`src/rtl/fifod2mac_pkg.sv`:
```
// rtl/fifod2mac_pkg.sv - shared widths, defaults and FSM state codes for fifod2mac
package fifod2mac_pkg;
  localparam int LEN_W       = 12;
  localparam int MAX_LEN_DEF = 1472;
  localparam int TIMEOUT_DEF = 65535;

  typedef logic [2:0] state_t;

  localparam state_t S_IDLE      = 3'd0;
  localparam state_t S_LOAD      = 3'd1;
  localparam state_t S_START     = 3'd2;
  localparam state_t S_PRIME     = 3'd3;
  localparam state_t S_STREAM    = 3'd4;
  localparam state_t S_WAIT_DONE = 3'd5;
  localparam state_t S_DONE      = 3'd6;
endpackage

```
`src/rtl/fifod2mac_tx_prefetch.sv`:
```
// rtl/fifod2mac_tx_prefetch.sv - FIFO prefetch: hold register, read enable and byte counter
module fifod2mac_tx_prefetch
  import fifod2mac_pkg::*;
(
  input  logic             clk,
  input  logic             rst,
  input  logic             clear,
  input  logic             prime,
  input  logic             take,
  input  logic [LEN_W-1:0] len,
  input  logic [7:0]       fifod_rxd,
  output logic             fifod_rxen,
  output logic [7:0]       data,
  output logic             last
);
  logic             pend;
  logic [7:0]       hold;
  logic [LEN_W-1:0] cnt;
  logic [LEN_W-1:0] cnt_nx;

  assign cnt_nx     = cnt + 1'b1;
  assign last       = (cnt_nx == len);
  assign fifod_rxen = prime | (take & (cnt_nx < len));
  // A byte read last cycle is on fifod_rxd now; bypass so back-to-back requests see it before hold loads.
  assign data       = pend ? fifod_rxd : hold;

  always_ff @(posedge clk or negedge rst) begin
    if (!rst) begin
      pend <= 1'b0;
      hold <= 8'd0;
      cnt  <= '0;
    end else begin
      pend <= fifod_rxen;
      if (pend)
        hold <= fifod_rxd;
      if (clear)
        cnt <= '0;
      else if (take)
        cnt <= cnt_nx;
    end
  end
endmodule

```
`src/rtl/fifod2mac.sv`:
```
// rtl/fifod2mac.sv - bridge from the ADC data FIFO to the mac UDP transmit interface
module fifod2mac
  import fifod2mac_pkg::*;
#(
  parameter int MAX_LEN = MAX_LEN_DEF,
  parameter int TIMEOUT = TIMEOUT_DEF
) (
  input  logic             clk,
  input  logic             rst,
  input  logic             fs,
  output logic             fd,
  output logic             err,
  input  logic [LEN_W-1:0] eth_tx_len,
  output logic             fifod_rxen,
  input  logic [7:0]       fifod_rxd,
  output logic             fs_udp_tx,
  input  logic             fd_udp_tx,
  output logic [LEN_W-1:0] udp_tx_len,
  input  logic             flag_udp_tx_prep,
  input  logic             flag_udp_tx_req,
  output logic [7:0]       udp_txd,
  output logic             udp_txen
);
  localparam int TO_W = $clog2(TIMEOUT + 1);

  state_t           state;
  logic             fs_q;
  logic [LEN_W-1:0] len;
  logic [TO_W-1:0]  wcnt;
  logic             take;
  logic             waiting;
  logic             timeout;
  logic             last;
  logic [7:0]       data;

  assign take     = (state == S_STREAM) & flag_udp_tx_req;
  assign waiting  = ((state == S_START) & ~flag_udp_tx_prep) |
                    ((state == S_STREAM) & ~flag_udp_tx_req) |
                    ((state == S_WAIT_DONE) & ~fd_udp_tx);
  assign timeout  = waiting & (wcnt == TO_W'(TIMEOUT - 1));

  assign fd         = (state == S_DONE);
  assign udp_tx_len = len;
  assign udp_txen   = take;
  assign udp_txd    = (state == S_STREAM) ? data : 8'd0;

  fifod2mac_tx_prefetch u_prefetch (
    .clk        (clk),
    .rst        (rst),
    .clear      (state == S_LOAD),
    .prime      (state == S_PRIME),
    .take       (take),
    .len        (len),
    .fifod_rxd  (fifod_rxd),
    .fifod_rxen (fifod_rxen),
    .data       (data),
    .last       (last)
  );

  always_ff @(posedge clk or negedge rst) begin
    if (!rst) begin
      state     <= S_IDLE;
      fs_q      <= 1'b0;
      len       <= '0;
      wcnt      <= '0;
      err       <= 1'b0;
      fs_udp_tx <= 1'b0;
    end else begin
      fs_q <= fs;
      wcnt <= waiting ? wcnt + 1'b1 : '0;
      case (state)
        S_IDLE: if (fs && !fs_q) begin
          state <= S_LOAD;
          if (eth_tx_len > LEN_W'(MAX_LEN)) begin
            len <= LEN_W'(MAX_LEN);
            err <= 1'b1;
          end else begin
            len <= eth_tx_len;
          end
        end
        S_LOAD: begin
          if (len == '0) begin
            state <= S_DONE;
          end else begin
            state     <= S_START;
            fs_udp_tx <= 1'b1;
          end
        end
        S_START, S_STREAM, S_WAIT_DONE: begin
          if (timeout) begin
            err       <= 1'b1;
            fs_udp_tx <= 1'b0;
            state     <= S_DONE;
          end else if (state == S_START && flag_udp_tx_prep) begin
            state <= S_PRIME;
          end else if (state == S_STREAM && take && last) begin
            state <= S_WAIT_DONE;
          end else if (state == S_WAIT_DONE && fd_udp_tx) begin
            fs_udp_tx <= 1'b0;
            state     <= S_DONE;
          end
        end
        S_PRIME: state <= S_STREAM;
        S_DONE:  if (!fs) state <= S_IDLE;
        default: state <= S_IDLE;
      endcase
    end
  end
endmodule
```
`config.mk`:
```
export PLATFORM = sky130hd
export DESIGN_NAME = fifod2mac
export DESIGN_NICKNAME = d
export VERILOG_FILES = /design/src/rtl/fifod2mac_pkg.sv /design/src/rtl/fifod2mac_tx_prefetch.sv /design/src/rtl/fifod2mac.sv
export SDC_FILE = /design/constraint.sdc
export NUM_CORES = 1
export LEC_CHECK = 0
export CORE_MARGIN = 2
export CORE_UTILIZATION = 26
export CTS_BUF_LIST = sky130_fd_sc_hd__clkbuf_8
export DETAILED_ROUTE_END_ITERATION = 8
export GPL_TIMING_DRIVEN = 0
export PLACE_DENSITY = 0.57
export SLEW_MARGIN = 20
export SYNTH_ARGS = -nofsm -noshare
export SYNTH_HDL_FRONTEND = slang
export SYNTH_HIERARCHICAL = 1
export SYNTH_SLANG_ARGS = --single-unit
```
`constraint.sdc`:
```
create_clock -name clk -period 7.1 [get_ports clk]
set_clock_uncertainty 0.1 [all_clocks]
set_input_delay 1.065 -clock clk [delete_from_list [all_inputs] [get_ports clk]]
set_output_delay 1.065 -clock clk [all_outputs]
set_load 0.005 [all_outputs]
```
==> metrics.cfg <==
[status]
outcome = completed

[logic_synthesis]
yosys_warnings = 6
netlist_top_cells_count = 55 x dfrtp_1, 38 x nor2_1, 23 x nand2_1
synth_top_area_share_pct = 43.89
synth_cell_type_count = 43
synth_area_leaders = dfrtp_1 44%, ha_1 6.0%, xor2_1 5.3%
async_flop_share_pct = 100.0
synth_cells = 326
synth_seq_cells = 55
syn_area_um2 = 3136
yosysMostFrequentCell = dfrtp_1
seq_area_frac_synth_pct = 43.89
syn_nets = 367
synth_edf_count = 0
syn_avg_cell_area_um2 = 9.618
synth_area_leader_cell = dfrtp_1
synthFlopType = dfrtp_1

[setup_path]
crit_path_start_kind = flop
cp_slowest_cell = dfrtp_1
crit_fanout = 6
end_kind = output port
path_cells = ha_1 -> nand2_1 -> nor3_1 -> xor2_1 -> ha_1 -> nand4_1 -> or3_1 -> a21o_1 -> a41o_1 -> clkdlybuf4s50_1
worstPathRequired_ns = 5.93
cp.arrival_ns = 3.30
r2r_setup_slack_ns = 3.71
criticalPathCategory = flop to output port
cpPeakStageDelay_ns = 0.51
cp_common_cell = ha_1
timing.rr.end = state[1]$_DFFE_PN0P_
r2r_start = u_prefetch/cnt[0]$_DFFE_PN0P_
r2r.worst_path.cells = 13

[min_path]
min_to = err$_DFFE_PN0P_
hp-start = err$_DFFE_PN0P_
min_path_cells = 1
hp-class = flop to flop

[die]
dieWidth_um = 113.8
initial_core_util_pct = 26.32
die_h_um = 113.8
core_area_um2 = 11910
die_area_um2 = 12950
num_rows = 40
pin_count = 51

[pwr]
power.density_nw_per_um2 = 294.9
ir_drop_uv = 128.2
p_total_mw = 1.155
p_leak_nw = 1.659

[sta]
drv_slew = 0
fmax_mhz = 224.2
tns_ns = 0
layout_min_cycle_time_ns = 4.461
min_period_over_period_pct = 62.83
worst_pin_slew_ns = 0.7017
setup_viol_count_final = 0
rsz0062_at_grt = no
maxSlewHeadroom_pct = 53.22
final-hold-violation-count = 0

[drt]
drtAntennaViolNets = 0
wire_per_inst_um = 12.88
via_count = 2462
drc_errors = 0
drt_wl_total_um = 6841
first_pass_iters = 4
avgViaCountPerCell = 4.637
drt_iter0_markers = 74

[global_routing]
grt.overflow.total = 0
grt_usage_pct = 10.73
grt_max_degree = 56
grt_pass1_vias = 2367
antenna_found_initial = 0
grt_first_pass_wirelength_um = 11280

[clocking]
tritoncts = done
path_clk_slew_ns = 0.11
ctsHoldBuffers = 0
h-tree-depth = 2
post_cts_buffers = 0
cts_resized = 0
cts-root-buf = clkbuf_8
numClockSinks = 55
cts_made_buffers = 5
cts.path.max_buffers = 2
clk_latency_ns = 0.31

[job]
max-cap-violations = 0

[placed_design]
placedCellCount = 523
portBuffers = 50
dp_hpwl_um = 5126
gp_congestion = 0.8355

[final_layout]
nets = 424
final_cells = 531
drive_above_1_share_pct = 9.375
n_antenna_cell = 0
area_delta_synth_final_pct = 24.90

-- layout by cell type, fill, tap and decap left out, types with 2 or more instances in the layout --
cell type and n:
a21o_1 2, a21oi_1 17, a22o_1 6, and2_1 10
buf_2 3, buf_4 3, buf_6 2, clkbuf_1 6
clkbuf_8 6, clkdlybuf4s50_1 49, dfrtp_1 55, ha_1 15
inv_1 15, mux2_2 8, mux2i_1 2, nand2_1 23
nand2b_1 3, nand3_1 13, nand3b_1 2, nand4_1 11
nor2_1 38, nor2b_1 6, nor3_1 5, nor3_2 4
nor4_1 3, o21ai_0 13, o21ai_1 10, or3_1 9
xnor2_1 9, xor2_1 19
-- how the worst max path moves through the flow --
stage                                       start  slack, ns    endpoint
floorplan           u_prefetch/cnt[0]$_DFFE_PN0P_       3.75  fifod_rxen
global placement                  flag_udp_tx_req       2.96  fifod_rxen
global route        u_prefetch/cnt[0]$_DFFE_PN0P_       2.49  fifod_rxen
CTS                 u_prefetch/cnt[0]$_DFFE_PN0P_       2.64  fifod_rxen
finish              u_prefetch/cnt[0]$_DFFE_PN0P_       2.64  fifod_rxen
detailed placement                flag_udp_tx_req       2.96  fifod_rxen
-- worst max-delay path, delay by kind of cell (launching register included) --
kind / cells / cell delay [ns]
simple gates: 4 / 0.89
xor+xnor: 1 / 0.11
compound gates: 2 / 0.40
buf+inv: 1 / 0.46
flops: 1 / 0.51
fa+ha+maj: 2 / 0.62
-- state kept, by name, summed over array words and instances, names as in the netlist --
register / flops
err: 1
fs_q: 1
fs_udp_tx: 1
state: 3
u_prefetch/cnt: 12
u_prefetch/hold: 8
u_prefetch/pend: 1
udp_tx_len: 12
wcnt: 16
-- report_power, final --
| group | leakage, nW | switching (mW) | internal, mW | total (mW) |
|---|---|---|---|---|
| clock | 0.0474 | 0.109 | 0.0800 | 0.189 |
| combinational | 0.890 | 0.242 | 0.276 | 0.518 |
| sequential | 0.721 | 0.0592 | 0.389 | 0.448 |
-- per-stage QoR --
stage / util (%) / area, um^2 / hold WS, ns / worst slack [ns]
6_report: 32.88 / 3916 / 0.3869 / 2.639
5_1_grt: 32.88 / 3916 / 0.4165 / 2.494
2_1_floorplan: - / 3136 / 0.3629 / 3.750
3_3_place_gp: 32.07 / 3820 / 0.3575 / 2.958
4_1_cts: 32.88 / 3916 / 0.3954 / 2.636
3_5_place_dp: 32.05 / 3817 / 0.3578 / 2.958
-- cells by family (layout without fill, tap and decap cells) --
group / after synthesis / count (layout) / share of synthesized area (%)
flops: 55 / 55 / 43.89
xor+xnor: 28 / 28 / 7.821
mux: 11 / 11 / 3.990
compound gates: 53 / 53 / 10.53
fa+ha+maj: 15 / 15 / 5.986
buf+inv: 29 / 87 / 4.309
simple gates: 135 / 135 / 23.46
-- layer usage --
metal	global-route usage, %	wire length, um
met2	18.12	3203
met4	3.577	110
met5	0	0
met1	14.24	3271
met3	1.435	255
-- layout make-up --
class                   count  area [um^2]
clock buffers               6        82.58
inverters                  16        60.06
flip-flops and latches     55         1376
clock inverters             2        16.27
fillers                  1251         7995
plain buffers              13        75.07
well taps                 147        183.9
multi-input cells         242         1624
repair buffers             50        498.0
Power figures use the tool's default switching activity.
